### src/rtl/systolic_feeder.sv
// Operand store and skewed stream generator for a 3x3 output-stationary systolic multiplier.
// One clear cycle precedes a 7-cycle feed; done pulses once when all nine accumulators are final.
module systolic_feeder #(
    parameter int DW       = 4,
    parameter int FEED_LEN = 7
) (
    input  logic          clk,
    input  logic          rst,
    input  logic          ld_en,
    input  logic          ld_sel,
    input  logic [3:0]    ld_addr,
    input  logic [DW-1:0] ld_data,
    input  logic          start,
    output logic          arr_rst,
    output logic [DW-1:0] h1,
    output logic [DW-1:0] h2,
    output logic [DW-1:0] h3,
    output logic [DW-1:0] v1,
    output logic [DW-1:0] v2,
    output logic [DW-1:0] v3,
    output logic          busy,
    output logic          done
);

    localparam logic [1:0] S_IDLE  = 2'd0;
    localparam logic [1:0] S_CLEAR = 2'd1;
    localparam logic [1:0] S_FEED  = 2'd2;
    localparam logic [1:0] S_DONE  = 2'd3;
    localparam logic [2:0] T_LAST  = 3'(FEED_LEN - 1);

    logic [1:0]    state_q, state_d;
    logic [2:0]    t_q, t_d;
    logic [DW-1:0] a_q [9];
    logic [DW-1:0] a_d [9];
    logic [DW-1:0] b_q [9];
    logic [DW-1:0] b_d [9];
    logic [DW-1:0] h_s [3];
    logic [DW-1:0] v_s [3];
    logic          ld_ok;

    // Storage is writable only while the array is not consuming it.
    assign ld_ok = ld_en && (ld_addr <= 4'd8) && (state_q == S_IDLE || state_q == S_DONE);

    always_comb begin
        state_d = state_q;
        t_d     = t_q;
        a_d     = a_q;
        b_d     = b_q;
        case (state_q)
            S_IDLE: begin
                if (start) state_d = S_CLEAR;
            end
            S_CLEAR: begin
                state_d = S_FEED;
                t_d     = 3'd0;
            end
            S_FEED: begin
                if (t_q == T_LAST) begin
                    state_d = S_DONE;
                    t_d     = 3'd0;
                end else begin
                    t_d = t_q + 3'd1;
                end
            end
            default: begin
                state_d = start ? S_CLEAR : S_IDLE;
            end
        endcase
        if (ld_ok) begin
            if (ld_sel) b_d[ld_addr] = ld_data;
            else        a_d[ld_addr] = ld_data;
        end
    end

    always_ff @(posedge clk or negedge rst) begin
        if (!rst) begin
            state_q <= S_IDLE;
            t_q     <= 3'd0;
            for (int i = 0; i < 9; i++) begin
                a_q[i] <= '0;
                b_q[i] <= '0;
            end
        end else begin
            state_q <= state_d;
            t_q     <= t_d;
            for (int i = 0; i < 9; i++) begin
                a_q[i] <= a_d[i];
                b_q[i] <= b_d[i];
            end
        end
    end

    // Row/column r lags by r cycles; element k = t - r is valid for 0..2.
    always_comb begin
        for (int r = 0; r < 3; r++) begin
            h_s[r] = '0;
            v_s[r] = '0;
            if (state_q == S_FEED && int'(t_q) >= r && int'(t_q) - r <= 2) begin
                h_s[r] = a_q[r * 3 + int'(t_q) - r];
                v_s[r] = b_q[(int'(t_q) - r) * 3 + r];
            end
        end
    end

    assign h1      = h_s[0];
    assign h2      = h_s[1];
    assign h3      = h_s[2];
    assign v1      = v_s[0];
    assign v2      = v_s[1];
    assign v3      = v_s[2];
    assign arr_rst = !rst || (state_q == S_CLEAR);
    assign busy    = (state_q == S_CLEAR) || (state_q == S_FEED);
    assign done    = (state_q == S_DONE);

endmodule

### config.mk
export PLATFORM = sky130hd
export DESIGN_NAME = systolic_feeder
export DESIGN_NICKNAME = d
export VERILOG_FILES = /design/src/rtl/systolic_feeder.sv
export SDC_FILE = /design/constraint.sdc
export NUM_CORES = 1
export LEC_CHECK = 0
export ABC_AREA = 1
export BUFFER_PORTS_ARGS = -buffer_cell sky130_fd_sc_hd__buf_2
export CORE_MARGIN = 3
export CORE_UTILIZATION = 55
export DETAILED_ROUTE_END_ITERATION = 12
export GPL_ROUTABILITY_DRIVEN = 0
export PLACE_DENSITY = 0.74
export SYNTH_ARGS = -nofsm -noshare
export SYNTH_HDL_FRONTEND = slang
export SYNTH_SLANG_ARGS = --single-unit
### constraint.sdc
create_clock -name clk -period 5.8 [get_ports clk]
set_input_delay 1.16 -clock clk [delete_from_list [all_inputs] [get_ports clk]]
set_output_delay 1.16 -clock clk [all_outputs]
set_load 0.05 [all_outputs]
# Yosys cells after proc, flatten, opt, wreduce, memory -nomap -nowiden
# Cells that the tools add are included.
dict set report classes {
  n_addsub 9
  multipliers 3
  n_lt_le_gt_ge 14
  n_eq_ne 6
  n_mux 34
  bitwise 8
  n_reduce_logical 17
}
# cell count
set op_table {}
lappend op_table {{$ge A32 B5 Y1 const B} 6}
lappend op_table {{$not A32 Y32} 4}
lappend op_table {{$bmux W4 S4} 6}
lappend op_table {{$mux W4} 19}
lappend op_table {{$bwmux W36} 2}
lappend op_table {{$not A3 Y32} 1}
lappend op_table {{$not A5 Y32} 1}
lappend op_table {{$demux W4 S4} 1}
lappend op_table {{$mul A4 B3 Y7 const B} 2}
lappend op_table {{$add A7 B2 Y8 const B} 1}
lappend op_table {{$add A7 B3 Y8 const B} 1}
lappend op_table {{$le A4 B3 Y1 const B} 2}
lappend op_table {{$logic_and A1 B1 Y1} 8}
lappend op_table {{$pmux W2 S3} 1}
lappend op_table {{$pmux W3 S2} 1}
lappend op_table {{$reduce_and A2 Y1} 3}
lappend op_table {{$ge A5 B5 Y1 const B} 1}
lappend op_table {{$lt A5 B1 Y1 const B} 1}
lappend op_table {{$mul A3 B2 Y5 const B} 1}
lappend op_table {{$not A4 Y5} 1}
lappend op_table {{$sub A4 B1 Y5 const B} 1}
lappend op_table {{$sub A4 B2 Y5 const B} 1}
lappend op_table {{$add A2 B3 Y4 const A} 1}
lappend op_table {{$add A3 B3 Y4 const A} 1}
lappend op_table {{19 further kinds} 24}
dict set report word_totals {
  regBits 77
  input_bits 13
  out_inout_bits 27
  wordCells 111
}

# Logic depth before layout (Yosys ltp)
dict set report logic_depth {
  ltp_word 8
  depth_mapped 20
  depth_no_buf 17
}

# Worst setup path before layout
# OpenSTA, ideal clock, no wires.
dict set report synth_timing {
  path_type {flip-flop to output port}
  start {reg t_q[1]}
  end {out v2[0]}
  arrival_ns 3.667
  path_slack_ns 0.973
  path_stages_with_launch 19
  path_buffers 3
  path_cell_list {dfrtp_1 -> buf_2 -> inv_2 -> clkbuf_1 -> ha_1 -> inv_1 -> buf_2 -> ha_1 -> inv_1 -> fa_1 -> nand2_1 -> inv_1 -> nand3_1 -> nand2_1 -> inv_1 -> nand2_1 -> nand2_1 -> nand2_1 -> nor2_1}
}
dict set report synth_via {
  elab_chain_cells 8
  elab_cells_between_ends 12
  cone_classes {add/sub (2); mul (1); order compare (2); mux (4); bitwise (1); reduce/logical (2)}
}
# item line_no
set synth_lines {}
lappend synth_lines {{start: declaration} 32} ;# logic [2:0] t_q, t_d;
lappend synth_lines {{start signal: assignment} 85} ;# t_q <= t_d;
lappend synth_lines {{$sub A3 B1 Y4} {98, 100}}
lappend synth_lines {{$mul A4 B3 Y7} 100} ;# v_s[r] = b_q[(int'(t_q) - r) * 3 + r];
lappend synth_lines {{$add A7 B2 Y8} 100}
lappend synth_lines {{$not A32 Y32 (not written as such)} 100}
lappend synth_lines {{$bmux W4 S4} 100}
lappend synth_lines {{$mux W4 (not written as such) (2 in series)} 100}
lappend synth_lines {{$mux W4 (*)} 98} ;# if (state_q == S_FEED && int'(t_q) >= r && int'(t_q) - r <= 2) begin
lappend synth_lines {{end: declaration} 19} ;# output logic [DW-1:0] v2,
# Every way passes the cells marked *; elsewhere a longest branch is shown, timed or not. The select of a mux whose other input is x is not followed.

# Final worst setup path
dict set report layout_timing {
  start {reg t_q[2]}
  end {out v3[1]}
}
dict set report layout_via {
  elab_chain_cells 8
  elab_cells_between_ends 12
  cone_classes {add/sub (2); mul (1); order compare (2); mux (4); bitwise (1); reduce/logical (2)}
}
# item line_no
set layout_lines {}
lappend layout_lines {{$sub A3 B2 Y4} {98, 100}}
lappend layout_lines {{$mul A4 B3 Y7} 100}
lappend layout_lines {{$add A7 B3 Y8} 100}
lappend layout_lines {{$not A32 Y32 (not written as such)} 100}
lappend layout_lines {{$bmux W4 S4} 100}
lappend layout_lines {{$mux W4 (not written as such) (2 in series)} 100}
lappend layout_lines {{$mux W4 (*)} 98}
lappend layout_lines {{end: declaration} 20} ;# output logic [DW-1:0] v3,
# Marked as above.

==> results_dict.tcl <==
set metrics [dict create \
    status "complete, no violations" \
    synth_top_area_share_pct 37.4 \
    ys.flop_type "dfrtp_1" \
    hp-start "a_q[11]" \
    yosysMostFrequentCell "nand2_1" \
    period_share_pct 90.7 \
    yosysWarnings 0 \
    fp.dieArea_um2 10600 \
    cts_hold_buf 0 \
    htreeDepth 3 \
    numClockSinks 77 \
    avgRoutedWirePerCell_um 15.8 \
    netlist_top_cells_count "nand2_1, dfrtp_1, o21ai_1" \
    grt_overflow 0 \
    yosys.area.top_type "dfrtp_1" \
    fp.dieW_um 103 \
    timing.final.crit_period_ps 5260 \
    grt_usage_pct 27.7 \
    antennaDiodeCount 0 \
    fin_setup_tns_ps 0 \
    syn_inst 735 \
    grt_pass1_wl_um 22900 \
    synthesis.area_um2 5150 \
    cts_root_buffer "clkbuf_8" \
    arrival_ps 4100 \
    wl_um 13900 \
    r2r_slack_ps 3520 \
    maxCapViolations 0 \
    grt_pass1_vias 4569 \
    core_area_um2 8890 \
    yosys_register_bits 77 \
    insertion_delay_ps 370 \
    drive_above_1_share_pct 13.5 \
    synth-edff-count 0 \
    cts_buffers 9 \
    maxSlewHeadroom_pct 35.5 \
    initial_utilization_pct 57.9 \
    worstMarginPinSlew_ps 967 \
    area_delta_synth_final_pct 8.94 \
    dpl.hpwl_um 10100 \
    peakVddDrop_mv 0.204 \
    postCtsSetupRepairBufs 0 \
    drt_first_iter_violations 451 \
    setup_viol 0 \
    hold_viol 0 \
    grt_setup_unrepaired "no" \
    cp_max_fo 16 \
    drv_slew 0 \
    rows 34 \
    port_buffers 39 \
    die_h_um 103 \
    r2r-end "b_q[3]" \
    r2r_cells 8 \
    grt_antenna_before_repair 0 \
    ios 40 \
    num_vias 5038 \
    grt_start_max_net_pins 78 \
    synth.top_cells.by_area "dfrtp_1, nand2_1, o21ai_1" \
    fin_hold_ws_ps 491 \
    clkTransAtPathRegs_ps 90 \
    synth.net_count 768 \
    power_density_nw_per_um2 518 \
    startpoint "t_q[2]" \
    viasPerCell 5.73 \
    fin_nets 799 \
    syn_avg_cell_area_um2 7.01 \
    ctsResizeCount 0 \
    cellLeakagePower_uw 0.00299 \
    yosysSeqAreaShare_pct 37.4 \
    crit_type "register to primary output" \
    max_clock_freq_mhz 190 \
    required_ps 4640 \
    reg2reg_from "state_q[1]" \
    async_flop_share_pct 100 \
    finClkSkew_ps 6.89 \
    fillers 838 \
    drc 0 \
    cts_tree "done" \
    hp-class "register to register" \
    setup.worst_path.end "v3[1]" \
    ant_nets 0 \
    post_synth_num_cell_types 30 \
    endpoint_kind "primary output" \
    first_pass_iters 6 \
    cts.path.max_buffers 2 \
    cp-start-kind "register" \
]
==> layout make-up <==
class / count / area [µm²] / area share [%]
Timing Repair Buffer: 44 / 233 / 4.15
Clock buffer: 9 / 124 / 2.21
Clock inverter: 7 / 81.3 / 1.45
Multi-Input combinational cell: 591 / 2950 / 52.6
Inverter: 43 / 161 / 2.88
Tap cell: 108 / 135 / 2.41
Sequential cell: 77 / 1930 / 34.3
==> where the power goes <==
group	total [µW]	switching (µW)	internal, µW
registers	761	96.6	664
logic	1720	1190	528
clock network	428	223	205
total	2910	1510	1400
==> flip-flops by register name (all words and copies together), names as in the netlist <==
| name | flops |
|---|---|
| a_q | 36 |
| state_q | 2 |
| b_q | 36 |
| t_q | 3 |
==> cell usage in the layout (no fill, tap or decap), types with 3 or more instances in the layout <==
master and count:
nor2_1 48, xor2_1 4, clkinvlp_4 3, or2_2 12
nand3_1 70, nand2_4 20, ha_1 18, a21oi_1 20
buf_4 5, inv_2 4, inv_1 39, nor3_2 3
o21ai_0 21, dfrtp_1 77, clkbuf_8 9, o21ai_1 72
nor3_1 6, buf_2 39, nand2_1 283
==> per-stage QoR <==
stage	setup WS, ps	power, µW	std cells	area [µm²]	util [%]
floorplan	973	2070	735	5150	-
global placement	1090	2400	863	5410	60.8
detailed placement	1020	2450	863	5410	60.8
CTS	617	2880	879	5610	63.1
global route	292	3170	879	5610	63.1
finish	540	2910	879	5610	63.1
==> worst max-delay path, stage by stage (launching register included) <==
cell	delay, ps
dfrtp_1	690
inv_1	420
ha_1	470
nor2_1	280
nor2_1	120
ha_1	300
xor2_1	620
nand3_1	250
nand2_1	140
nand2_1	50
nor2_1	120
buf_2	270
==> worst min path at each step <==
stage	endpoint	cells after the start	slack [ps]
final	a_q[11]	2	490
after global routing	a_q[27]	2	510
after CTS	a_q[21]	2	490
after detailed placement	a_q[21]	2	470
after global placement	a_q[31]	2	470
after floorplan	a_q[11]	2	450
==> logic make-up (layout without fill, tap and decap cells) <==
| kind of cell | count (synthesis) | count (layout) | synth area share (%) |
|---|---|---|---|
| buffers and inverters | 67 | 103 | 5.32 |
| AND/OR/NAND/NOR | 447 | 447 | 39.3 |
| AO/OA/AOI/OAI | 120 | 120 | 12.2 |
| adder cells (fa/ha/maj) | 20 | 20 | 5.15 |
| flip-flops | 77 | 77 | 37.4 |
| XOR/XNOR | 4 | 4 | 0.680 |
==> metal layers <==
| layer | global-route usage (%) | share of wire, % | vias up |
|---|---|---|---|
| met4 | 7.07 | 1.5 | 0 |
| met1 | 39.4 | 45 | 2359 |
| met5 | 0 | 0 | - |
| met3 | 3.18 | 6.2 | 22 |
| met2 | 45.2 | 48 | 219 |
| li1 | - | - | 2438 |
(Power assumes the default switching activity.)
